==> config.mk <==
export PLATFORM = sky130hd
export DESIGN_NAME = uart_receiver
export DESIGN_NICKNAME = d
export VERILOG_FILES = /design/src/rtl/uart_receiver.sv
export SDC_FILE = /design/constraint.sdc
export NUM_CORES = 1
export LEC_CHECK = 0
export CORE_ASPECT_RATIO = 0.9
export CORE_UTILIZATION = 40
export DETAILED_ROUTE_END_ITERATION = 7
export GPL_ROUTABILITY_DRIVEN = 0
export GPL_TIMING_DRIVEN = 0
export PLACE_DENSITY_LB_ADDON = 0.12
export REMOVE_ABC_BUFFERS = 1
export SLEW_MARGIN = 20
export SYNTH_ARGS = -nofsm -noshare
export SYNTH_HDL_FRONTEND = slang
export SYNTH_SLANG_ARGS = --single-unit
==> constraint.sdc <==
create_clock -name clk -period 2.35 [get_ports clk]
set_clock_uncertainty 0.05 [all_clocks]
set_input_delay 0.3525 -clock clk [delete_from_list [all_inputs] [get_ports clk]]
set_output_delay 0.3525 -clock clk [all_outputs]
set_load 0.02 [all_outputs]
==> src/rtl/uart_receiver.sv <==
`default_nettype none
// ============================================================================
//  Module      : uart_receiver
//  Description : 8N1 UART receiver. Two-flop input synchronizer, mid-bit
//                sampling driven by a bit-period counter, one-cycle pulses
//                for a good byte (rx_valid) or a bad stop bit (frame_err),
//                and a BREAK state that waits out a line held low.
//  Revision    : 1.0 - initial release
// ============================================================================
module uart_receiver #(
  parameter int CLKS_PER_BIT = 868
) (
  input  logic       clk,
  input  logic       rst,
  input  logic       rx_in,
  output logic [7:0] rx_data,
  output logic       rx_valid,
  output logic       frame_err,
  output logic       busy
);

  localparam int CNT_W = $clog2(CLKS_PER_BIT);
  // The start bit is checked half a period in so every later sample lands mid-bit.
  localparam logic [CNT_W-1:0] HALF_LAST = CNT_W'(CLKS_PER_BIT / 2 - 1);
  localparam logic [CNT_W-1:0] BIT_LAST  = CNT_W'(CLKS_PER_BIT - 1);

  typedef enum logic [2:0] {
    IDLE  = 3'd0,
    START = 3'd1,
    DATA  = 3'd2,
    STOP  = 3'd3,
    BREAK = 3'd4
  } state_t;

  state_t           state, state_nxt;
  logic             rx_meta, rx_s;
  logic [CNT_W-1:0] cnt, cnt_nxt;
  logic [2:0]       idx, idx_nxt;
  logic [7:0]       shreg, shreg_nxt;
  logic [7:0]       rx_data_nxt;
  logic             valid_nxt, err_nxt;

  // Two-flop synchronizer; resets to the idle (high) line level.
  always_ff @(posedge clk) begin
    if (rst) begin
      rx_meta <= 1'b1;
      rx_s    <= 1'b1;
    end else begin
      rx_meta <= rx_in;
      rx_s    <= rx_meta;
    end
  end

  // Next-state, counter, shift and output-pulse decode.
  always_comb begin
    state_nxt   = state;
    cnt_nxt     = cnt + 1'b1;
    idx_nxt     = idx;
    shreg_nxt   = shreg;
    rx_data_nxt = rx_data;
    valid_nxt   = 1'b0;
    err_nxt     = 1'b0;
    case (state)
      IDLE: begin
        cnt_nxt = '0;
        if (!rx_s) state_nxt = START;
      end
      START: begin
        if (cnt == HALF_LAST) begin
          cnt_nxt   = '0;
          idx_nxt   = 3'd0;
          // A line that is back high by mid-start was only a glitch.
          state_nxt = rx_s ? IDLE : DATA;
        end
      end
      DATA: begin
        if (cnt == BIT_LAST) begin
          cnt_nxt        = '0;
          shreg_nxt[idx] = rx_s;
          idx_nxt        = idx + 3'd1;
          if (idx == 3'd7) state_nxt = STOP;
        end
      end
      STOP: begin
        if (cnt == BIT_LAST) begin
          cnt_nxt = '0;
          if (rx_s) begin
            rx_data_nxt = shreg;
            valid_nxt   = 1'b1;
            state_nxt   = IDLE;
          end else begin
            err_nxt   = 1'b1;
            state_nxt = BREAK;
          end
        end
      end
      BREAK: begin
        // Wait for the line to go idle so a held-low line yields nothing more.
        cnt_nxt = '0;
        if (rx_s) state_nxt = IDLE;
      end
      default: begin
        cnt_nxt   = '0;
        state_nxt = IDLE;
      end
    endcase
  end

  // State, datapath and registered output pulses; reset wins over everything.
  always_ff @(posedge clk) begin
    if (rst) begin
      state     <= IDLE;
      cnt       <= '0;
      idx       <= 3'd0;
      shreg     <= 8'h00;
      rx_data   <= 8'h00;
      rx_valid  <= 1'b0;
      frame_err <= 1'b0;
    end else begin
      state     <= state_nxt;
      cnt       <= cnt_nxt;
      idx       <= idx_nxt;
      shreg     <= shreg_nxt;
      rx_data   <= rx_data_nxt;
      rx_valid  <= valid_nxt;
      frame_err <= err_nxt;
    end
  end

  // Busy whenever a frame (or a break) is in progress.
  always_comb begin
    busy = (state != IDLE);
  end

endmodule
`default_nettype wire
==> results.md <==
* Outcome: complete, but fails checks
* Failing checks: DRC
* Met3 GRT Util at 4.73%
* Type of origin of the critical path: flop
* CP top delay family: buffers and inverters
* Slowest CP cell: clkdlybuf4s50_1
* Final Instance Area at approximately 0.0019 mm2
* Filler cells at 396
* Critical path class: reg2out
* Worst Reg-to-Reg Cells at 5
* Ys async rst share at 0%
* Slew Viols, Final at 0
* Site Rows at 22
* Dpl cell area at 0.00184 mm2
* Met2 GRT Util at 24.9%
* Clk_lat worst skew at 0.28 ns
* Root Driver: clkbuf_8
* Layout cells sized above 1 at 14.3%
* Ys Warns at 0
* Routed len/inst at approximately 13 um
* Max FO, Critical Path at 12
* Die Y at between 60 and 70 um
* Total Nets Final at 189
* Remaining global-route overflow at 0
* Cells after Synth at approximately 170
* Starting DRT DRC Count at 66
* Worst r2r dst: cnt[9]
* GR met1 Demand/Resource at 19.2%
* Power Dens Cells at approximately 550 mW/mm2
* Layout area overhead at 13.1%
* Largest stage delay, worst path at roughly 0.54 ns
* Final setup viols at 0
* CTS Buf Count at 5
* DRC viols at 3
* Most common flop cell mapped by yosys: dfxtp_1
* DRT Pass-1 Iters at 6
* Top Ports at 14
* Seq/Total Area, Yosys at roughly 43%
* Max-Cap Viols at 0
* Crit-path cells: or3_1 -> clkdlybuf4s50_1
* I/O Buffers at 13
* Final ANT Viol Nets at 0
* Unique cell type count in the Yosys netlist at 42
* Final Hold Slack at 0.363 ns
* Global-route wire length before repair at 5.36 mm
* Vias in the first global route at 1,186
* Maximum clock frequency at around 0.50 GHz
* Fin Setup TNS at 0 ns
* Hold Fails Final Rpt at 0
* Vias at approximately 1.2k
* Ant. Diodes at 0
* Reg area at 721 um2
* Req. time, crit path at 1.95 ns
* Die area at 0.00450 mm2
* R2r startpoint: cnt[0]
* Peak supply drop at 293 uV
* Final HPWL DP at about 2.1 mm
* Worst path depth at 2
* R2R setup slack at 0.54 ns
* TritonCTS clock tree: done
* Tcrit/Tclk final at 85.5%
* CTS hold repair buffers at 0
* HP Class: reg2reg
* Final WL at 3.08 mm
* Static leakage at 0.779 nW
* Reg clk slew, reported paths at 0.07 ns
* Worst path buffer plus inverter count at 1
* Crit path launch: state[0]
* Critical path endpoint: busy
* Util after Layout at 47.1%
* Largest net degree at the start of global routing at 29
* Crit end category: primary output
* RSZ-0062 raised after global routing: no
* Syn avg cell area at 9.86 um2
* Core area at 0.00407 mm2
* Die Wd at 70.6 um
* Initial antenna violation count at 0
* Post-layout min period at ~2 ns
* Vias per inst at around 5.2
* CTS Buffer Depth at 2
* GR Util All Layers at 15.6%
* Area of the multi-input gates at 918 um2
* Number of synthesized flops with an enable pin at 0
* Measured slew at the worst slew-check pin at just over 0.8 ns
* Worst EP arrival at approximately 1.6 ns
* H-tree depth at 2
* Starting density of the core at 41.6%
* Mapped cell area at ~0.0017 mm2
* Hold Path Origin: rx_meta
* Worst slew margin at 45.3%
* Top Usage Layer GRT: met2
* FF+latch count, synth at 36
* Clock sinks at 36
[registers in the layout (all words and copies together), names as in the netlist, 3 cells and up]
name,cells
rx_data,8
cnt,10
idx,3
shreg,8
state,3
[through the flow]
step                      power (W)  setup slack [ns]  std cells
after global placement     0.000660            -0.217        223
final                       0.00105             0.341        230
after CTS                   0.00107            0.0720        230
after detailed placement   0.000661            -0.225        223
after global routing        0.00111             0.267        230
after floorplan            0.000646             0.804        162
[area by class of cell]
type / instances / share of cell area (%)
Inverter: 2 / 0.392
Timing Repair Buffer: 13 / 6.92
Clock inverter: 1 / 0.261
Clock buffer: 6 / 3.79
Sequential cell: 36 / 37.6
Tap cell: 48 / 3.13
Multi-Input combinational cell: 124 / 47.9
[kinds of logic after synthesis]
logic type      count (synthesis)  synth area share [%]
simple gates                   84                  31.6
flops                          36                  42.5
mux                            18                  10.7
buf+inv                        12                  3.32
compound gates                 10                  4.80
xor+xnor                        8                  4.13
fa+ha+maj                       4                  2.95
[repair_timing]
action                     CTS  global route
setup buffers                0             0
hold endpoints to repair     0             0
resized for setup            0             1
setup endpoints to repair    0            10
[cell usage after synthesis, types with 3 or more instances]
| cell type | number | area, um2 |
|---|---|---|
| a21oi_1 | 3 | 15.0 |
| buf_2 | 3 | 15.0 |
| clkbuf_1 | 6 | 22.5 |
| dfxtp_1 | 36 | 721 |
| ha_1 | 4 | 50.1 |
| mux2i_1 | 17 | 170 |
| nand2_1 | 4 | 15.0 |
| nand2b_1 | 11 | 68.8 |
| nand3_1 | 10 | 50.1 |
| nand3b_1 | 4 | 30.0 |
| nor2_1 | 24 | 90.1 |
| nor2b_1 | 5 | 31.3 |
| or2_2 | 3 | 18.8 |
| xor2_1 | 6 | 52.6 |
[power breakdown]
part | total, W | switching (W) | leakage (nW) | internal, W
Sequential | 0.000618 | 0.00000524 | 0.290 | 0.000613
Combinational | 0.0000286 | 0.0000159 | 0.447 | 0.0000127
Clock | 0.000400 | 0.000199 | 0.0410 | 0.000201
[placed cells by master, fill, tap and decap left out, drive strengths merged, types with 2 or more instances in the layout]
cell / synthesis / final
and3: 2 / 2
ha: 4 / 4
nor2: 24 / 24
dfxtp: 36 / 36
clkbuf: 6 / 6
nor2b: 5 / 5
nand4: 3 / 3
a21oi: 3 / 3
and4b: 2 / 2
inv: 2 / 2
xor2: 6 / 6
clkdlybuf4s50: 0 / 12
nand2b: 11 / 11
nand2: 4 / 4
and4: 2 / 2
nand3: 12 / 12
nor3b: 4 / 4
or2: 3 / 3
nand3b: 4 / 4
mux2i: 17 / 17
xnor2: 2 / 2
and2: 2 / 2
[routing by layer]
metal | share of wire, % | vias up
met1 | 49 | 548
met3 | 4.9 | 7
met4 | 1.9 | 0
met5 | 0 | -
met2 | 44 | 29
li1 | - | 610
[how the worst min path moves through the flow]
stage / endpoint / slack [ns] / cells after the start
floorplan: rx_s / 0.34 / 1
global placement: rx_s / 0.34 / 1
detailed placement: rx_s / 0.35 / 1
CTS: rx_s / 0.36 / 1
global route: rx_s / 0.39 / 1
finish: rx_s / 0.36 / 1
Power figures use the tool's default switching activity.
